<file path="src/rtl/odata_req_pkg.sv">
// Shared types for the read-request splitter: FSM states, the pool command word
// and the beat-size shift helper.
package odata_req_pkg;

  typedef enum logic [1:0] {
    IDLE = 2'd0,
    CALC = 2'd1,
    EMIT = 2'd2
  } split_state_e;

  typedef struct packed {
    logic [31:0] addr;
    logic [31:0] size;
  } cmd_word_t;

  // Byte-to-beat shift amount for a power-of-2 beat width
  function automatic int beat_shift(input int beat_bytes);
    return $clog2(beat_bytes);
  endfunction

endpackage

</file>
<file path="src/rtl/odata_burst_chunk_calc.sv">
// Combinational burst sizer: beats for the next command, limited by the remaining
// beats, MAX_BURST and the distance to the next BOUNDARY page.
module odata_burst_chunk_calc
  import odata_req_pkg::*;
#(
  parameter int BEAT_BYTES = 8,
  parameter int MAX_BURST  = 256,
  parameter int BOUNDARY   = 4096
) (
  input  logic [31:0] cur_addr_i,
  input  logic [31:0] remain_i,
  output logic [31:0] chunk_o
);

  localparam int          SHIFT   = beat_shift(BEAT_BYTES);
  localparam logic [32:0] BOUND33 = 33'(BOUNDARY);
  localparam logic [31:0] MAXB32  = 32'(MAX_BURST);

  logic [32:0] offs_s;
  logic [32:0] page_bytes_s;
  logic [31:0] page_left_s;
  logic [31:0] cap_s;

  // 33-bit page math so a full 2^32 boundary would still work
  always_comb begin
    offs_s       = {1'b0, cur_addr_i} & (BOUND33 - 33'd1);
    page_bytes_s = BOUND33 - offs_s;
    page_left_s  = 32'(page_bytes_s >> SHIFT);
    if (page_left_s < MAXB32) begin
      cap_s = page_left_s;
    end else begin
      cap_s = MAXB32;
    end
    if (remain_i < cap_s) begin
      chunk_o = remain_i;
    end else begin
      chunk_o = cap_s;
    end
  end

endmodule

</file>
<file path="src/rtl/odata_req_splitter.sv">
// Splits one large read request into AXI4-legal burst commands for the data pool.
// Optional statistics counters are enabled with ODATA_REQ_SPLITTER_STAT_EN.
module odata_req_splitter
  import odata_req_pkg::*;
#(
  parameter int BEAT_BYTES = 8,
  parameter int MAX_BURST  = 256,
  parameter int BOUNDARY   = 4096,
  parameter int EXSIZE     = 32
) (
  input  logic              clock,
  input  logic              rst_n,
  input  logic              req_valid,
  output logic              req_ready,
  input  logic [31:0]       req_addr,
  input  logic [31:0]       req_beats,
  input  logic [EXSIZE-1:0] req_ex,
  output logic              cmd_valid,
  input  logic              cmd_ready,
  output logic [63:0]       cmd_data,
  output logic [EXSIZE-1:0] cmd_ex,
  output logic              cmd_first,
  output logic              cmd_last,
  output logic              busy
`ifdef ODATA_REQ_SPLITTER_STAT_EN
  ,
  output logic [31:0]       stat_req_cnt,
  output logic [31:0]       stat_cmd_cnt
`endif
);

  localparam int          SHIFT     = beat_shift(BEAT_BYTES);
  localparam logic [31:0] ADDR_MASK = ~(32'(BEAT_BYTES) - 32'd1);

  split_state_e      state_q, state_d;
  logic [31:0]       cur_addr_q, cur_addr_d;
  logic [31:0]       remain_q, remain_d;
  logic [EXSIZE-1:0] ex_q, ex_d;
  logic              first_q, first_d;
  logic [31:0]       chunk_q, chunk_d;
  cmd_word_t         cmd_word_q, cmd_word_d;
  logic [EXSIZE-1:0] cmd_ex_q, cmd_ex_d;
  logic              cmd_valid_q, cmd_valid_d;
  logic              cmd_first_q, cmd_first_d;
  logic              cmd_last_q, cmd_last_d;
  logic              busy_q, busy_d;
  logic [31:0]       chunk_s;
  logic              req_hs_s;
  logic              cmd_hs_s;

  odata_burst_chunk_calc #(
    .BEAT_BYTES (BEAT_BYTES),
    .MAX_BURST  (MAX_BURST),
    .BOUNDARY   (BOUNDARY)
  ) u_chunk_calc (
    .cur_addr_i (cur_addr_q),
    .remain_i   (remain_q),
    .chunk_o    (chunk_s)
  );

  assign req_ready = (state_q == IDLE);
  assign req_hs_s  = req_valid && req_ready;
  assign cmd_hs_s  = cmd_valid_q && cmd_ready;

  // Next-state and next-output logic; everything holds unless a state acts on it
  always_comb begin
    state_d     = state_q;
    cur_addr_d  = cur_addr_q;
    remain_d    = remain_q;
    ex_d        = ex_q;
    first_d     = first_q;
    chunk_d     = chunk_q;
    cmd_word_d  = cmd_word_q;
    cmd_ex_d    = cmd_ex_q;
    cmd_valid_d = cmd_valid_q;
    cmd_first_d = cmd_first_q;
    cmd_last_d  = cmd_last_q;
    case (state_q)
      IDLE: begin
        if (req_hs_s) begin
          cur_addr_d = req_addr & ADDR_MASK;
          remain_d   = req_beats;
          ex_d       = req_ex;
          first_d    = 1'b1;
          state_d    = (req_beats == 32'd0) ? IDLE : CALC;
        end else begin
          state_d = IDLE;
        end
      end
      CALC: begin
        chunk_d         = chunk_s;
        cmd_word_d.addr = cur_addr_q;
        cmd_word_d.size = chunk_s - 32'd1;
        cmd_ex_d        = ex_q;
        cmd_first_d     = first_q;
        cmd_last_d      = (chunk_s == remain_q);
        cmd_valid_d     = 1'b1;
        state_d         = EMIT;
      end
      EMIT: begin
        if (cmd_hs_s) begin
          cmd_valid_d = 1'b0;
          cur_addr_d  = cur_addr_q + (chunk_q << SHIFT);
          remain_d    = remain_q - chunk_q;
          first_d     = 1'b0;
          state_d     = (remain_q == chunk_q) ? IDLE : CALC;
        end else begin
          state_d = EMIT;
        end
      end
      default: begin
        state_d     = IDLE;
        cmd_valid_d = 1'b0;
      end
    endcase
    busy_d = (state_d != IDLE);
  end

  // State and registered outputs
  always_ff @(posedge clock or negedge rst_n) begin
    if (!rst_n) begin
      state_q     <= IDLE;
      cur_addr_q  <= 32'd0;
      remain_q    <= 32'd0;
      ex_q        <= '0;
      first_q     <= 1'b0;
      chunk_q     <= 32'd0;
      cmd_word_q  <= '0;
      cmd_ex_q    <= '0;
      cmd_valid_q <= 1'b0;
      cmd_first_q <= 1'b0;
      cmd_last_q  <= 1'b0;
      busy_q      <= 1'b0;
    end else begin
      state_q     <= state_d;
      cur_addr_q  <= cur_addr_d;
      remain_q    <= remain_d;
      ex_q        <= ex_d;
      first_q     <= first_d;
      chunk_q     <= chunk_d;
      cmd_word_q  <= cmd_word_d;
      cmd_ex_q    <= cmd_ex_d;
      cmd_valid_q <= cmd_valid_d;
      cmd_first_q <= cmd_first_d;
      cmd_last_q  <= cmd_last_d;
      busy_q      <= busy_d;
    end
  end

  assign cmd_valid = cmd_valid_q;
  assign cmd_data  = cmd_word_q;
  assign cmd_ex    = cmd_ex_q;
  assign cmd_first = cmd_first_q;
  assign cmd_last  = cmd_last_q;
  assign busy      = busy_q;

`ifdef ODATA_REQ_SPLITTER_STAT_EN
  logic [31:0] stat_req_q, stat_req_d;
  logic [31:0] stat_cmd_q, stat_cmd_d;

  // Handshake counters, wrapping naturally at 2^32
  always_comb begin
    stat_req_d = stat_req_q;
    stat_cmd_d = stat_cmd_q;
    if (req_hs_s) begin
      stat_req_d = stat_req_q + 32'd1;
    end else begin
      stat_req_d = stat_req_q;
    end
    if (cmd_hs_s) begin
      stat_cmd_d = stat_cmd_q + 32'd1;
    end else begin
      stat_cmd_d = stat_cmd_q;
    end
  end

  // Counter registers
  always_ff @(posedge clock or negedge rst_n) begin
    if (!rst_n) begin
      stat_req_q <= 32'd0;
      stat_cmd_q <= 32'd0;
    end else begin
      stat_req_q <= stat_req_d;
      stat_cmd_q <= stat_cmd_d;
    end
  end

  assign stat_req_cnt = stat_req_q;
  assign stat_cmd_cnt = stat_cmd_q;
`endif

endmodule

</file>
<file path="config.mk">
export PLATFORM = sky130hd
export DESIGN_NAME = odata_req_splitter
export DESIGN_NICKNAME = d
export VERILOG_FILES = /design/src/rtl/odata_req_pkg.sv /design/src/rtl/odata_burst_chunk_calc.sv /design/src/rtl/odata_req_splitter.sv
export SDC_FILE = /design/constraint.sdc
export NUM_CORES = 1
export LEC_CHECK = 0
export CAP_MARGIN = 20
export CORE_UTILIZATION = 55
export CTS_BUF_LIST = sky130_fd_sc_hd__clkbuf_8 sky130_fd_sc_hd__clkbuf_16
export CTS_CLUSTER_DIAMETER = 100
export DETAILED_ROUTE_END_ITERATION = 12
export PLACE_DENSITY = 0.79
export SYNTH_ARGS = -nofsm -noshare
export SYNTH_HDL_FRONTEND = slang
export SYNTH_HIERARCHICAL = 1
export SYNTH_SLANG_ARGS = --single-unit
</file>
<file path="constraint.sdc">
create_clock -name clock -period 5.5 [get_ports clock]
set_input_delay 1.375 -clock clock [delete_from_list [all_inputs] [get_ports clock]]
set_output_delay 1.375 -clock clock [all_outputs]
set_load 0.01 [all_outputs]
</file>
==> flow_metrics.tcl, run 1 <==
set metrics [dict create \
    cp.depth 22 \
    vias 12157 \
    clock_skew_ps 13.9 \
    finalCritPeriodShare_pct 91.5 \
    outcome "finished, final reports clean" \
    ys.flop_type "dfrtp_1" \
    async_reset_ff_share_pct 100 \
    layout_common_cells "452 x nand2_1, 225 x dfrtp_1, 193 x clkdlybuf4s50_1" \
    start_util_pct 56.1 \
    maxClockFrequency_mhz 199 \
    cap_violations 0 \
    cts.sinks 225 \
    ys_seq_area_share_pct 41.4 \
    dr.first_iter.drc_count 805 \
    insertion_delay_ps 540 \
    place.gp.congestion 0.970 \
    cts_tree "done" \
    htreeDepth 1 \
    grt_usage_pct 30.8 \
    wl_per_cell_um 18.1 \
    antenna_cells 0 \
    postLayoutCellArea_um2 16700 \
    fp.dieW_um 159 \
    cts_setup_buffers 0 \
    grt_pass1_vias 11720 \
    nNetsFinal 1990 \
    post-route-min-period_ps 5030 \
    max-slew-margin-rel_pct 31.9 \
    clk_path_buf_depth 3 \
    final_util_pct 69.0 \
    antenna_found_initial 0 \
    remaining_drc_errors 0 \
    crit_type "flop to flop" \
    hold_ws_ps 465 \
    setup_viol 0 \
    rsz0062_at_grt "no" \
    place.port_buffers 194 \
    worstHoldPathType "flop to flop" \
    row_count 57 \
    placed_area_um2 15800 \
    hold_depth 2 \
    via_per_inst 5.62 \
    cpMaxStageDelayCell "or4_1" \
    synth_area_leaders "dfrtp_1 41%, nand2_1 12%, ha_1 6.3%, a21oi_1 4.3%, xnor2_1 3.9%" \
    path_max_fanout 10 \
    crit_path_cell_trace "nor4_1 -> buf_4 -> nand3_1 -> xor2_1 -> nand2_1 -> ha_1 -> a211oi_1 -> nor2_1 -> a2111oi_2 -> o41ai_2 -> buf_4 -> mux2_4 -> inv_1 -> ha_1 -> nand3_1 -> or4_1 -> nand2b_4 -> nor2_2 -> nand2_1 -> nor4_2 -> xnor2_1 -> o21ai_1" \
    arrival_ps 5500 \
    dpl.hpwl_um 28300 \
    syn-cell-area_um2 13600 \
    grt_pass1_wl_um 62300 \
    numCtsBuffers 26 \
    power_density_nw_per_um2 224 \
    drt_wl_total_um 39100 \
    final_common_cell "nand2_1" \
    ys_warn_count 6 \
    vdd_drop_max_v 0.000271 \
    cp.required_ps 5960 \
    clockRootBuffer "clkbuf_16" \
    leakagePower_nw 8.27 \
    tightest_slew_ps 1020 \
    endpoint_kind "flop" \
    ys_ff_latch 225 \
    syn_avg_cell_area_um2 8.25 \
    core_um2 24200 \
    setup.worst_path.start_class "flop" \
    synthDistinctLibCells 82 \
    hold_violations 0 \
    yosysTopAreaCell "dfrtp_1" \
    cts.clk_slew.worst_paths_ps 60 \
    slew_viol_final 0 \
    reg2regPathDepth 22 \
    first_pass_iters 5 \
    max_stage_delay_ps 490 \
    critPathTopFamily "simple AND/OR/NAND/NOR gates" \
    grt_overflow 0 \
    cp_num_buf_inv 3 \
    fin_setup_tns_ps 0 \
    die-height_um 159 \
    ant_nets 0 \
    synth_edf_count 0 \
    drive_gt1_share_pct 5.76 \
    dieArea_um2 25400 \
    area_growth_syn_to_layout_pct 23.0 \
    io-pin-count 201 \
    synth_top_area_share_pct 41.4 \
    synth_cells 1648 \
    grt_max_degree 110 \
]
[cell type report]
cell class	count	area, um2
Inverter	61	229
Clock inverter	19	254
Fill cell	2021	7520
Sequential cell	225	5630
Multi-Input combinational cell	1288	7380
Clock buffer	29	703
Tap cell	324	405
Timing Repair Buffer	217	2120
[cells in the mapped netlist, types with 14 or more instances]
| master | count |
|---|---|
| nor4_1 | 22 |
| a21oi_1 | 116 |
| a21o_1 | 27 |
| nand3_1 | 25 |
| clkbuf_1 | 67 |
| xnor2_1 | 60 |
| o21ai_1 | 16 |
| nor2_1 | 92 |
| and3_1 | 17 |
| ha_1 | 69 |
| a31oi_1 | 22 |
| nand2_1 | 452 |
| buf_4 | 25 |
| dfrtp_1 | 225 |
| nand4_1 | 23 |
| inv_1 | 60 |
| nor3_1 | 14 |
| xor2_1 | 54 |
| o21ai_0 | 103 |
[sequential cells by signal, indices dropped and copies added (netlist names)]
signal and flops:
ex_q 32, busy 1, cmd_last 1, remain_q 32, cmd_valid 1, chunk_q 32, first_q 1, state_q 2
cur_addr_q 29, cmd_data 61, cmd_ex 32, cmd_first 1
[stage by stage]
stage / power [mW] / setup slack [ps] / instances
2_1_floorplan: 1.73 / 895 / 1680
3_3_place_gp: 1.83 / 538 / 2115
3_5_place_dp: 1.83 / 400 / 2115
4_1_cts: 3.75 / 333 / 2163
5_1_grt: 3.84 / 133 / 2163
6_report: 3.74 / 467 / 2163
[layer usage]
metal,vias to the layer above,part of all wire (%),global-route usage (%)
met5,-,0,0
met4,0,3.6,11.5
met3,78,5.9,4.51
met2,370,47,50.2
met1,5821,44,41.8
li1,5888,-,-
[worst register-to-register path: cells and delay by family (launching register included)]
| family | cells | cell delay, ps |
|---|---|---|
| adder cells (fa/ha/maj) | 2 | 580 |
| flip-flops | 1 | 440 |
| XOR/XNOR | 2 | 280 |
| buffers and inverters | 3 | 490 |
| multiplexers | 1 | 340 |
| AO/OA/AOI/OAI | 4 | 870 |
| AND/OR/NAND/NOR | 10 | 1980 |
[worst paths after layout]
path                                 to          start  slack, ps
max                        cmd_data[30]  cur_addr_q[3]        470
min                           cmd_ex[2]        ex_q[2]        470
max reg2reg                cmd_data[30]  cur_addr_q[3]        470
min reg2reg                   cmd_ex[2]        ex_q[2]        470
max in group asynchronous  cmd_data[13]          rst_n       3550
min in group asynchronous  cmd_data[44]          rst_n        820
[logic make-up (layout without fill, tap and decap cells)]
kind of cell / after synthesis / after routing / share of synthesized area, %
compound gates: 357 / 357 / 15.9
xor+xnor: 115 / 115 / 7.46
fa+ha+maj: 71 / 71 / 6.64
buf+inv: 167 / 326 / 5.42
flops: 225 / 225 / 41.4
mux: 10 / 10 / 0.773
other cells: 3 / 35 / 0.0828
simple gates: 700 / 700 / 22.3
[power breakdown]
part / total, mW / switching, mW / internal, mW
Sequential: 1.66 / 0 / 1.66
Combinational: 0.154 / 0.0785 / 0.0757
Clock: 1.93 / 0.734 / 1.20
[what timing repair did]
action	CTS	global route
endpoints found under the hold margin	0	0
endpoints found under the setup margin	0	1
hold buffers	0	0
gates resized for setup	0	1
(Power assumes the default switching activity.)
==> run 2, diff against run 1 <==
RECOVER_POWER = 100   (was unset)
==> flow_metrics.tcl, run 2 (synthesized netlist as in run 1, its figures left out) <==
set metrics [dict create \
    cp_num_buf_inv 3 \
    area_growth_syn_to_layout_pct 22.5 \
    via_per_inst 5.65 \
    cts.clk_slew.worst_paths_ps 60 \
    top_usage_layer "met2" \
    clk_path_buf_depth 3 \
    final_common_cell "nand2_1" \
    die-height_um 159 \
    dieArea_um2 25400 \
    critPathTopFamily "simple AND/OR/NAND/NOR gates" \
    rsz0062_at_grt "no" \
    cts_hold_buffers 0 \
    grt_usage_pct 30.8 \
    arrival_ps 5530 \
    fin_ws_ps 413 \
    grtUsageMet1_pct 41.8 \
    met3_usage_pct 4.51 \
    antenna_cells 0 \
    place.gp.congestion 0.970 \
    finalCritPeriodShare_pct 92.5 \
    nNetsFinal 1990 \
    clockRootBuffer "clkbuf_16" \
    start_util_pct 56.1 \
    cap_violations 8 \
    drt_wl_total_um 39200 \
    max_stage_delay_ps 500 \
    hold_violations 0 \
    setup.worst_path.start_class "flop" \
    dpl.hpwl_um 28300 \
    dr.first_iter.drc_count 824 \
    final_util_pct 68.7 \
    setup_viol 0 \
    place_ws_ps 400 \
    cpMaxStageDelayCell "or4_1" \
    fp.dieW_um 159 \
    postLayoutCellArea_um2 16700 \
    antenna_found_initial 0 \
    instances_no_fill 2163 \
    clock_skew_ps 14.7 \
    drive_gt1_share_pct 5.17 \
    post-route-min-period_ps 5090 \
    crit_path_cell_trace "nor4_1 -> buf_4 -> nand3_1 -> xor2_1 -> nand2_1 -> ha_1 -> a211oi_1 -> nor2_1 -> a2111oi_2 -> o41ai_2 -> buf_4 -> mux2_4 -> inv_1 -> ha_1 -> nand3_1 -> or4_1 -> nand2b_4 -> nor2_2 -> nand2_1 -> nor4_2 -> xnor2_1 -> o21ai_1" \
    place_inst 2115 \
    crit_type "flop to flop" \
    wl_per_cell_um 18.1 \
    io-pin-count 201 \
    cts_tree "done" \
    outcome "finished, violations left" \
    max-slew-margin-rel_pct -84.5 \
    grt_pass1_wl_um 62300 \
    cts.sinks 225 \
    remaining_drc_errors 0 \
    cp.required_ps 5940 \
    endpoint_kind "flop" \
    htreeDepth 1 \
    worstHoldPathType "flop to flop" \
    hold_ws_ps 464 \
    vdd_drop_max_v 0.000272 \
    total_power_mw 3.74 \
    tightest_slew_ps 2760 \
    insertion_delay_ps 540 \
    grt_overflow 0 \
    grt_max_degree 110 \
    ant_nets 0 \
    placed_area_um2 15800 \
    numCtsBuffers 26 \
    leakagePower_nw 8.37 \
    largest_reg_flops 61 \
    place.port_buffers 194 \
    grt_pass1_vias 11720 \
    maxClockFrequency_mhz 197 \
    layout_common_cells "452 x nand2_1, 225 x dfrtp_1, 116 x a21oi_1" \
    path_max_fanout 10 \
    row_count 57 \
    grt_util_met2_pct 50.2 \
    slew_viol_final 451 \
    fin_setup_tns_ps 0 \
    first_pass_iters 7 \
    failed_checks "capacitance limit, slew limit" \
    vias 12224 \
    core_um2 24200 \
    power_density_nw_per_um2 225 \
]
run 2: power by group:
part | total [mW] | internal, mW | switching, mW | leakage [nW]
Combinational | 0.153 | 0.0738 | 0.0787 | 5.10
Clock | 1.94 | 1.20 | 0.736 | 0.475
Sequential | 1.66 | 1.66 | 0 | 2.79
Total | 3.74 | 2.93 | 0.815 | 8.37
run 2: path summary, 6_finish.rpt:
check | startpoint | end | slack [ps] | depth (start not counted)
min reg2reg | cmd_ex[28] | cmd_ex[28] | 460 | 2
max in group asynchronous | rst_n | remain_q[12] | 1100 | 2
min in group asynchronous | rst_n | cmd_data[44] | 1520 | 1
min | cmd_ex[28] | cmd_ex[28] | 460 | 2
max reg2reg | cur_addr_q[3] | cmd_data[30] | 410 | 22
max | cur_addr_q[3] | cmd_data[30] | 410 | 22
run 2: layout make-up:
type / instances / area, um2
Fill cell: 2040 / 7590
Multi-Input combinational cell: 1288 / 7360
Sequential cell: 225 / 5630
Timing Repair Buffer: 217 / 2070
Clock buffer: 29 / 703
Tap cell: 324 / 405
Clock inverter: 19 / 254
Inverter: 61 / 229
run 2: what timing repair did:
action,4_1_cts,5_1_grt
gates resized for setup,0,1
endpoints found under the setup margin,0,1
buffers inserted,0,0
run 2: worst register-to-register path: stages, from the launching register on:
cell and delay (ps):
dfrtp_1 440, nor4_1 290, buf_4 190, nand3_1 130, xor2_1 190, nand2_1 110, ha_1 330, a211oi_1 240
nor2_1 90, a2111oi_2 420, o41ai_2 100, buf_4 210, mux2_4 350, inv_1 90, ha_1 250, nand3_1 150
or4_1 500, nand2b_4 200, nor2_2 210, nand2_1 130, nor4_2 180, xnor2_1 90, o21ai_1 110
run 2: per-layer routing:
metal	vias to the layer above	share of wire (%)
met4	0	3.5
met2	400	47
li1	5897	-
met5	-	0
met1	5846	43
met3	81	6.2
